### src/rtl/month_year_pkg.sv
// ============================================================================
// month_year_pkg : calendar limits and helpers shared by the month/year block
// Revision 1.0 : initial release
// ============================================================================
`default_nettype none

package month_year_pkg;

    localparam int unsigned MONTH_W = 4;
    localparam int unsigned YEAR_W  = 7;
    localparam int unsigned DATE_W  = 5;

    typedef logic [MONTH_W-1:0] month_t;
    typedef logic [YEAR_W-1:0]  year_t;
    typedef logic [DATE_W-1:0]  date_t;

    localparam month_t MONTH_MIN      = 4'd1;
    localparam month_t MONTH_MAX      = 4'd12;
    localparam year_t  YEAR_MIN       = 7'd0;
    localparam year_t  YEAR_MAX       = 7'd99;
    localparam date_t  DAYS_PER_MONTH = 5'd30;
    localparam date_t  DAY_FIRST      = 5'd1;

    function automatic logic month_valid(input month_t v);
        return (v >= MONTH_MIN) && (v <= MONTH_MAX);
    endfunction

    function automatic logic year_valid(input year_t v);
        return (v <= YEAR_MAX);
    endfunction

endpackage

`default_nettype wire

### src/rtl/month_year_wrap_counter.sv
// ============================================================================
// cal_wrap_counter : MIN..MAX counter with load priority and rollover pulse
// Revision 1.0 : initial release
// ============================================================================
`default_nettype none

module cal_wrap_counter #(
    parameter int unsigned         WIDTH   = 4,
    parameter logic [WIDTH-1:0]    MIN_VAL = '0,
    parameter logic [WIDTH-1:0]    MAX_VAL = '1
) (
    input  logic             clk,
    input  logic             rst_n,
    input  logic             inc,
    input  logic             load,
    input  logic [WIDTH-1:0] load_val,
    output logic [WIDTH-1:0] value,
    output logic             wrap
);

    logic [WIDTH-1:0] value_q;
    logic [WIDTH-1:0] value_d;

    always_comb begin
        value_d = value_q;
        wrap    = 1'b0;
        if (load) begin
            value_d = load_val;
        end else if (inc) begin
            if (value_q == MAX_VAL) begin
                value_d = MIN_VAL;
                wrap    = 1'b1;
            end else begin
                value_d = value_q + WIDTH'(1);
            end
        end
    end

    always_ff @(posedge clk) begin
        if (!rst_n) begin
            value_q <= MIN_VAL;
        end else begin
            value_q <= value_d;
        end
    end

    assign value = value_q;

endmodule

`default_nettype wire

### src/rtl/month_year.sv
// ============================================================================
// month_year : month/year calendar registers advanced by the day-of-month wrap
// Revision 1.0 : initial release
// ============================================================================
`default_nettype none

module month_year
    import month_year_pkg::*;
(
    input  logic         clk,
    input  logic         rst_n,
    input  logic [4:0]   date,
    input  logic         load_month,
    input  logic         load_year,
    input  logic [6:0]   data,
    input  logic         enable,
    output logic [3:0]   month,
    output logic [6:0]   year,
    output logic [3:0]   month_bus,
    output logic [6:0]   year_bus,
    output logic         year_tick,
    output logic         load_err
);

    date_t  date_q,      date_d;
    logic   year_tick_q, year_tick_d;
    logic   load_err_q,  load_err_d;

    logic   month_tick;
    logic   month_ok,    year_ok;
    logic   month_ld,    year_ld;
    logic   month_inc,   year_inc;
    logic   month_wrap,  year_wrap;

    // Any asserted load request freezes its field against the tick, even when
    // the request itself is rejected; only a valid, lone request loads.
    always_comb begin
        date_d      = date;
        month_tick  = (date_q == DAYS_PER_MONTH) && (date == DAY_FIRST);
        month_ok    = month_valid(data[MONTH_W-1:0]);
        year_ok     = year_valid(data);
        month_ld    = load_month && !load_year && month_ok;
        year_ld     = load_year && !load_month && year_ok;
        month_inc   = month_tick && !load_month;
        year_inc    = month_wrap && !load_year;
        load_err_d  = (load_month && load_year)
                    || (load_month && !month_ok)
                    || (load_year && !year_ok);
        year_tick_d = year_inc || year_wrap;
    end

    always_ff @(posedge clk) begin
        if (!rst_n) begin
            date_q      <= DAY_FIRST;
            year_tick_q <= 1'b0;
            load_err_q  <= 1'b0;
        end else begin
            date_q      <= date_d;
            year_tick_q <= year_tick_d;
            load_err_q  <= load_err_d;
        end
    end

    cal_wrap_counter #(
        .WIDTH   (MONTH_W),
        .MIN_VAL (MONTH_MIN),
        .MAX_VAL (MONTH_MAX)
    ) u_month (
        .clk      (clk),
        .rst_n    (rst_n),
        .inc      (month_inc),
        .load     (month_ld),
        .load_val (data[MONTH_W-1:0]),
        .value    (month),
        .wrap     (month_wrap)
    );

    cal_wrap_counter #(
        .WIDTH   (YEAR_W),
        .MIN_VAL (YEAR_MIN),
        .MAX_VAL (YEAR_MAX)
    ) u_year (
        .clk      (clk),
        .rst_n    (rst_n),
        .inc      (year_inc),
        .load     (year_ld),
        .load_val (data),
        .value    (year),
        .wrap     (year_wrap)
    );

    assign year_tick = year_tick_q;
    assign load_err  = load_err_q;
    assign month_bus = enable ? month : '0;
    assign year_bus  = enable ? year  : '0;

endmodule

`default_nettype wire

### config.mk
export PLATFORM = sky130hd
export DESIGN_NAME = month_year
export DESIGN_NICKNAME = d
export VERILOG_FILES = /design/src/rtl/month_year_pkg.sv /design/src/rtl/month_year_wrap_counter.sv /design/src/rtl/month_year.sv
export SDC_FILE = /design/constraint.sdc
export NUM_CORES = 1
export LEC_CHECK = 0
export ABC_AREA = 1
export BUFFER_PORTS_ARGS = -buffer_cell sky130_fd_sc_hd__buf_2
export CORE_AREA = 2 2 48 68
export CTS_BUF_LIST = sky130_fd_sc_hd__clkbuf_8
export CTS_CLUSTER_DIAMETER = 40
export DETAILED_ROUTE_END_ITERATION = 8
export DIE_AREA = 0 0 50 70
export HOLD_SLACK_MARGIN = 0.06
export PLACE_DENSITY = 0.76
export RECOVER_POWER = 100
export SYNTH_ARGS = -nofsm -noshare
export SYNTH_HDL_FRONTEND = slang
export SYNTH_HIERARCHICAL = 1
export SYNTH_SLANG_ARGS = --single-unit
export TNS_END_PERCENT = 30
### constraint.sdc
create_clock -name clk -period 5.85 [get_ports clk]
set_input_delay 1.17 -clock clk [delete_from_list [all_inputs] [get_ports clk]]
set_output_delay 1.17 -clock clk [all_outputs]
set_load 0.01 [all_outputs]
==> run summary, run 1 <==
The required time at the worst-slack endpoint is 4.68 ns. The area of the mapped netlist came out at 1120 um2. The number of global-route vias before repair is 1,105, and the final setup skew is 0.00538 ns. The floorplan step set the die width to 50 um. During I/O placement, the number of pins put on the boundary was 41.

The final critical-path required period was 3.03 ns; the proportion of power drawn by combinational gates was 15.5%. The worst path arrival time is 1.86 ns, and the number of nets still failing antenna checks after routing is 0. The flow ran to the end, and the final reports show no timing, DRC or antenna violations. The tools report the switching power total as 0.0000753 W. Total of buffers placed on input and output ports: 40. The internal cell power is 0.000205 W. In the routed design, unresolved DRC markers number 0. After clock tree synthesis, the setup repair step added 0 buffers. The max-cap check violation count came out at 0.

The pre-antenna-repair detailed-routing pass consisted of 4 iterations. Clock-pin slew was measured on the worst setup and hold paths at 0.07 ns. The wire length of the first global-routing pass is 4.60 mm, and the overall fraction of global-route tracks in use is 16.7%.

The run gives 0 as the remaining global-route overflow. The worst hold path begins at u_year/value[1]$_SDFFE_PN0P_. The tools report the overall die area as 3500 um2. The total number of H-tree levels is 1, and the half-perimeter wire length after placement is 2.17 mm.

The tools report the number of hold-slack violations in the final timing report as 0. The synthesized design spends more area on one cell type than any other, namely sky130_fd_sc_hd__dfxtp_1. Cell area power density: 203 nW/um2.

Static power due to leakage: 0.713 nW. For the starting DRC count in detailed routing, the log shows 34. The run gives 0.130 mV as the maximum ir drop on the vdd rail. The post-route netlist has 10.4% of its cells at a drive strength greater than 1. Relative to the synthesized area, the layout overhead comes to 22.6%. Fraction of the cycle the final worst path needs: 51.7%. After filler insertion, the fill cell instance count of the layout stands at 324.

The relative slew slack is 52.9%. The run gives 198 as the number of nets in the synthesized netlist. Hold timing on the final database bottoms out at a slack of 0.628 ns. For this configuration, the core starts out at a cell density of 37.8%. Registers are responsible for 48.1% of the overall power. The post-layout net count was 242. In this run the clock root is driven by a sky130_fd_sc_hd__clkbuf_8.

In the final routed layout, each cell accounts on average for 10.9 um. The die extent in y was 70 um. Setup repair after global routing left no endpoint under its margin.

In the synthesized netlist, the number of instances is 178. In this run the critical register-to-register path is launched from date_q[0]$_SDFF_PN1_. The kind of start point of the critical path was a primary input.

Leaving out fill and tap cells, the most frequent cell in the layout is sky130_fd_sc_hd__inv_1. The run gives 1,222 as the number of vias after detailed routing. Clock tree synthesis found a total of 18 sinks.

Timing would allow up to 330 MHz. The number of antenna violations at the first check in global routing was 0. The transition time of the tightest slew-check pin is 0.705 ns. For this block, the routed nets add up to 2.83 mm of wire.

The floorplan has 24 rows. Net switching is 26.9% of the power. The part of the power in the clock network came out at 36.4%. A synthesized cell averages 6.32 um2. The TritonCTS buffer count is 3, and the total of hold buffers inserted after clock tree synthesis is 0. 0 antenna diodes ended up in the layout. The flip-flop and latch count after synthesis is 18, and the core area is 2970 um2. The logic depth of the worst register-to-register path was 12.

For the final-report max-slew violation count, the log shows 0. The library cells used most frequently in the layout, excluding fill and tap cells, are sky130_fd_sc_hd__inv_1 (41), sky130_fd_sc_hd__nand2_1 (38), sky130_fd_sc_hd__clkbuf_1 (26). The path with the worst hold slack has its endpoint at u_year/value[1]$_SDFFE_PN0P_.

Number of setup violations in the final report: 0. The summed negative setup slack over all endpoints came out at 0 ns. For the routability congestion estimate from global placement, the log shows 0.870. The tools report the type of element capturing the critical path as a primary output.

Number of cells on the worst hold path: 2. Entering global routing, the biggest net connects 12 pins. The worst hold path belongs to the class flip-flop to flip-flop. The maximum net fanout on the critical path is 11, and the sequential fraction of the synthesis area is 32.0%. Across all register-to-register paths, the minimum setup slack is 3.63 ns. The clock passes through at most 2 buffers. The area fraction of the dominant cell type after synthesis works out to 32.0%.

By area the synthesized netlist is led by sky130_fd_sc_hd__dfxtp_1 (32%), sky130_fd_sc_hd__inv_1 (13%), sky130_fd_sc_hd__nand2_1 (13%). After detailed routing, the number of vias per cell comes to 4.70. The count of yosys warnings during synthesis was 6. Start-to-end type of the worst setup path: primary input to primary output. The endpoint identified for the worst register-to-register timing path is u_year/value[0]$_SDFFE_PN0P_. The number of gates resized after CTS was 0. TritonCTS built the clock tree. The count of distinct cell types in the synthesized netlist is 24, and the clock latency at the later pin of the worst-skew pair is 0.26 ns.
## worst max-delay path by stage
stage                     from                            to  slack (ns)  cells after the start
floorplan              date[0]  u_year/value[0]$_SDFFE_PN0P_        3.02                     13
global placement       date[3]  u_year/value[0]$_SDFFE_PN0P_        2.69                     12
detailed placement  load_month  u_year/value[0]$_SDFFE_PN0P_        2.64                     13
CTS                 load_month  u_year/value[0]$_SDFFE_PN0P_        2.85                     13
global route        load_month  u_year/value[0]$_SDFFE_PN0P_        2.56                     13
finish                  enable                  month_bus[0]        2.82                      4
## cells by family (layout without fill, tap and decap cells)
logic type	after synthesis	in the layout	share of synthesized area (%)
AO/OA/AOI/OAI	25	25	14.7
XOR/XNOR	1	1	0.779
adder cells (fa/ha/maj)	3	3	3.34
buffers and inverters	44	87	14.9
flip-flops	18	18	32.0
AND/OR/NAND/NOR	87	87	34.3
## Yosys cell counts (all sizes together)
cell type and count:
inv 42, ha 3, nand4 5, nand3 13, buf 2, nor3b 1
nor2 23, o21ai 3, or2 1, a21oi 11, dfxtp 18, o21bai 1
a22oi 8, nand2 39, o211ai 2, xor2 1, nor3 5
## power by group through the flow
stage	logic, W	registers, W	clock network, W
floorplan	0.0000254	0.000138	0
global placement	0.0000456	0.000137	0
detailed placement	0.0000464	0.000137	0
CTS	0.0000466	0.000135	0.000104
global route	0.0000492	0.000136	0.000111
finish	0.0000433	0.000135	0.000102
## flip-flops by register name, indices dropped and copies added, names as in the netlist
name,cells
u_year/value,7
load_err,1
u_month/value,4
year_tick,1
date_q,5
## metal layers
metal / part of all wire (%) / GRT usage [%] / wire length (um) / vias up
li1: - / - / - / 644
met1: 40 / 20.0 / 1140 / 527
met2: 51 / 28.7 / 1450 / 45
met3: 5.8 / 1.92 / 163 / 6
met4: 2.5 / 8.64 / 70 / 0
met5: 0 / 0 / 0 / -
## metrics by stage
step	utilization, %	cells	setup slack (ns)	cell area [um2]	power (W)
after floorplan	-	178	3.02	1120	0.000164
after global placement	46.1	256	2.69	1370	0.000183
after CTS	48.0	260	2.85	1430	0.000285
after detailed placement	46.1	256	2.64	1370	0.000184
final	46.4	260	2.82	1380	0.000280
after global routing	46.4	260	2.56	1380	0.000296
## worst max-delay path, cell delays in order
cell	delay, ns
sky130_fd_sc_hd__clkbuf_1	0.37
sky130_fd_sc_hd__nand2_1	0.10
sky130_fd_sc_hd__inv_1	0.07
sky130_fd_sc_hd__clkbuf_1	0.14
## layout make-up
class,count,area (um2),share of cell area (%)
multi-input cells,116,582,42.2
flip-flops and latches,18,360,26.1
repair buffers,41,175,12.7
inverters,42,158,11.4
clock buffers,4,55.1,3.99
well taps,39,48.8,3.54
Power figures use the tool's default switching activity.
==> run 2, diff against run 1 <==
--- a/config.mk
+++ b/config.mk
@@ -5,15 +5,15 @@
 export SDC_FILE = /design/constraint.sdc
 export NUM_CORES = 1
 export LEC_CHECK = 0
-export ABC_AREA = 1
+export ABC_AREA = 0
 export BUFFER_PORTS_ARGS = -buffer_cell sky130_fd_sc_hd__buf_2
-export CORE_AREA = 2 2 48 68
+export CORE_AREA = 2 2 46 65
 export CTS_BUF_LIST = sky130_fd_sc_hd__clkbuf_8
 export CTS_CLUSTER_DIAMETER = 40
 export DETAILED_ROUTE_END_ITERATION = 8
-export DIE_AREA = 0 0 50 70
+export DIE_AREA = 0 0 48 67
 export HOLD_SLACK_MARGIN = 0.06
-export PLACE_DENSITY = 0.76
+export PLACE_DENSITY = 0.8
 export RECOVER_POWER = 100
 export SYNTH_ARGS = -nofsm -noshare
 export SYNTH_HDL_FRONTEND = slang
==> constraint.sdc (replaced) <==
create_clock -name clk -period 2.5 [get_ports clk]
set_input_delay 0.5 -clock clk [delete_from_list [all_inputs] [get_ports clk]]
set_output_delay 0.5 -clock clk [all_outputs]
set_load 0.01 [all_outputs]
==> run 2 against run 1 <==
Effect of this change:
- clock skew decreased by 0.0029 ns
- sequential power rose by 140%
- combinational power increased by 140%
- routed wire length is 1.6% lower
- non-clock buffer count is 2 higher
- register-to-register slack got worse by 3.3 ns
- design area decreased by 4.4%
- clock-buffer cell count stayed put
- cell count down 22%
- sequential cell count is the same
==> run summary, run 2 <==
The flow ran to the end, and the final reports show no timing, DRC or antenna violations. The TritonCTS buffer count is 3, and the number of flip-flops under the largest register name is 7. From left edge to right edge, the die measures 48 um. 41 I/O pins were placed. The first global-routing pass estimated 4.14 mm of wire. The detail route stage leaves a number of antenna-violating nets equal to 0. The flip-flop and latch count after synthesis was 18. The path type of the worst min-delay path was primary input to flip-flop.

The synthesized netlist devotes 31.4% of its cell area to simple gates. Total number of H-tree levels: 1. The initial utilization of the core area, before any placement, comes to 39.0%. The run gives 0 as the remaining global-route overflow. The area fraction of the dominant cell type after synthesis was 35.3%. The tools report the kind of start point of the critical path as a primary input.

The fraction of the cycle the final worst path needs was 90.2%. TritonCTS built the clock tree. Measured in cells, the most critical reg-to-reg path has a length of 10. For the area of the multi-input gates, the log shows 639 um2. The detailed-route wire length per cell was 13.8 um. The dominant register cell in the synthesized netlist was sky130_fd_sc_hd__dfxtp_1. Counting the fill cells in the layout gives 249.

For the count of TritonRoute iterations in the first routing pass, the log shows 4. The number of cells on the worst hold path is 2. Summing the areas of all xor and xnor instances in the mapped netlist gives 5.15% of the synthesized area. Cells fill 50.4% of the core in the end.

In this run the power density over the cells is 502 nW/um2. Setup repair after global routing left no endpoint under its margin. Derived from the worst setup path, the maximum achievable clock frequency is 444 MHz. The cell type contributing the most total cell area after synthesis is sky130_fd_sc_hd__dfxtp_1. The run gives 18 as the total number of clock tree sinks. The logs give 0.276 mV for the maximum ir drop on the vdd rail and 140 for the number of nets in the synthesized netlist. At the worst endpoint, the required time is 2.65 ns.

The tools report the clock latency at the later pin of the worst-skew pair as 0.26 ns. STA classifies the critical path endpoint as a flip-flop. The starting DRC count in detailed routing is 36, and the fraction of final layout cells sized beyond drive strength 1 is 19.9%. Buffers placed on the I/O ports in this run total 40.

The post-route DRC violation count is 0. The number of hold-slack violations in the final timing report is 0. The maximum net fanout on the critical path was 6; the total detailed-routing wirelength was 2.78 mm.

Most common cell after layout, fill and taps aside: sky130_fd_sc_hd__clkbuf_1. The tools report the post-layout net count as 187. Main combinational cell family by area after synthesis: simple AND/OR/NAND/NOR gates. Of the total synthesized cell area, the portion taken by full adders, half adders and majority gates is 3.68%. Data arrives at the worst endpoint at 2.41 ns. The count of distinct cell types in the synthesized netlist was 37. From bottom edge to top edge, the die measures 67 um. After legalization and detailed placement, the total HPWL measured 2.15 mm. The fraction of the mapped netlist area in compound gates came out at 16.7%.

During synthesis, Yosys emitted a total of 6 warnings. The worst-case clock buffer depth is 2, and the sequential fraction of the synthesis area is 35.3%. After floorplanning, the core was divided into 22 placement rows. Of all flip-flops after synthesis, the portion carrying an async set or reset was 0%. Entering global routing, the biggest net connects 19 pins. In this run the cell area of the synthesized design comes to 1020 um2. Of the post-synthesis cell area, the part taken by muxes is 4.53%.

The floorplan step defined a core boundary enclosing 2620 um2. Clock tree synthesis selected as its root buffer the cell sky130_fd_sc_hd__clkbuf_8. The most common cell in the synthesized netlist was sky130_fd_sc_hd__dfxtp_1.

Dividing the detail-routed via count by the number of cells gives 5.42. The worst path needs 2.25 ns of the cycle, external delays included. The flip-flop and latch area was 360 um2; the count of flip-flops with a built-in enable after synthesis was 0. Start-to-end type of the worst setup path: primary input to flip-flop.

For the final-report max-slew violation count, the log shows 0. Post-CTS timing repair inserted 0 buffers for setup. In the layout the commonest cells are sky130_fd_sc_hd__clkbuf_1 (24), sky130_fd_sc_hd__dfxtp_1 (18), sky130_fd_sc_hd__buf_2 (18). The number of setup violations in the final report was 0; the number of vias after detailed routing was 1,095. The number of hold buffers added after CTS was 0. The run gives 0 as the number of antenna violations at the first check in global routing. Global routing used 18.3% of the available tracks. Dividing the synthesized area by the synthesized cell count gives 8.51 um2. For the overall die area, the log shows 3220 um2. For this design the static power due to leakage is 0.518 nW. Relative to the synthesized area, the layout overhead comes to 29.0%.

The total inserted antenna cells is 0, and the clock slew at the register clock pins of the worst setup and hold paths is 0.07 ns. In the synthesized netlist, the cells that appear most often are sky130_fd_sc_hd__dfxtp_1 (18), sky130_fd_sc_hd__and2_1 (16), sky130_fd_sc_hd__a21oi_1 (10). In the synthesized netlist, the number of instances is 120. Relative slew slack: 54.8%. For the final database, setup skew stands at 0.00247 ns. Max-cap violations in this run came to 0.

The number of global-route vias before repair was 1,020; the summed negative setup slack over all endpoints was 0 ns. Yosys attributes the largest share of cell area to sky130_fd_sc_hd__dfxtp_1 (35%), sky130_fd_sc_hd__and2_1 (9.8%), sky130_fd_sc_hd__a21oi_1 (4.9%). At the pin with the least slew margin, the transition time is 0.677 ns. Routability congestion estimate from global placement: 0.982.
run 2: cell types whose count changed after synthesis, moves of 3 or more:
cell                       previous run  this run
sky130_fd_sc_hd__a22oi_1              8         0
sky130_fd_sc_hd__and2_1               0        16
sky130_fd_sc_hd__inv_1               39         6
sky130_fd_sc_hd__nand2_1             38         6
sky130_fd_sc_hd__nand3_1             11         5
sky130_fd_sc_hd__nand3b_1             0         3
sky130_fd_sc_hd__nor2_1              21         3
sky130_fd_sc_hd__nor3_1               5         2
sky130_fd_sc_hd__o21ai_0              2         6
sky130_fd_sc_hd__o22ai_1              0         3
sky130_fd_sc_hd__xor2_1               1         4
run 2: stage by stage:
stage	cell area, um2	setup WS (ns)	hold slack [ns]	instances	total power (W)
floorplan	1040	0.0199	0.554	120	0.000379
global placement	1300	0.0430	0.604	198	0.000428
detailed placement	1300	-0.0721	0.596	198	0.000432
CTS	1360	0.202	0.437	202	0.000673
global route	1320	0.0279	0.450	202	0.000693
finish	1320	0.245	0.439	202	0.000662
run 2: cells by family (layout without fill, tap and decap cells):
family          Yosys count  after routing
simple gates             52             52
compound gates           28             28
flops                    18             18
buf+inv                   9             55
xor+xnor                  6              6
mux                       4              4
fa+ha+maj                 3              3
run 2: final cells by class:
| class | count | share of cell area (%) |
|---|---|---|
| Sequential cell | 18 | 27.4 |
| Multi-Input combinational cell | 93 | 48.5 |
| Inverter | 8 | 2.28 |
| Clock buffer | 4 | 4.18 |
| Tap cell | 36 | 3.42 |
| Timing Repair Buffer | 43 | 14.2 |
run 2: critical path: stages:
cell and delay, ns:
sky130_fd_sc_hd__buf_2 0.10, sky130_fd_sc_hd__and4bb_2 0.27, sky130_fd_sc_hd__nand4_1 0.13, sky130_fd_sc_hd__nor4b_4 0.25, sky130_fd_sc_hd__inv_1 0.09, sky130_fd_sc_hd__nor3_1 0.17, sky130_fd_sc_hd__nor2b_2 0.26, sky130_fd_sc_hd__nor2b_1 0.26
sky130_fd_sc_hd__o21ai_0 0.13, sky130_fd_sc_hd__a32oi_1 0.18, sky130_fd_sc_hd__nor2_1 0.05
run 2: final timing paths:
| check | start | end | slack (ns) |
|---|---|---|---|
| worst min register to register | u_month/value[2]$_SDFFE_PN0P_ | u_month/value[2]$_SDFFE_PN0P_ | 0.62 |
| worst min-delay path | date[0] | date_q[0]$_SDFF_PN1_ | 0.44 |
| worst max register to register | date_q[0]$_SDFF_PN1_ | u_year/value[6]$_SDFFE_PN0P_ | 0.29 |
| worst max-delay path | load_month | u_year/value[6]$_SDFFE_PN0P_ | 0.25 |
run 2: report_power, final:
part           switching, W  internal, W  leakage (nW)  total, W
sequential        0.0000177     0.000302         0.148  0.000320
clock             0.0000996     0.000140        0.0288  0.000240
combinational     0.0000576    0.0000448         0.341  0.000102
run 2: what timing repair did:
action,CTS,global route
endpoints found under the setup margin,0,1
gates resized for setup,0,1
endpoints found under the hold margin,0,0
run 2: routing by layer:
metal | vias up | wire length [um] | global-route usage (%)
li1 | 520 | - | -
met1 | 498 | 1090 | 18.9
met2 | 64 | 1360 | 30.8
met3 | 13 | 225 | 4.07
met4 | 0 | 98 | 12.2
met5 | - | 0 | 0
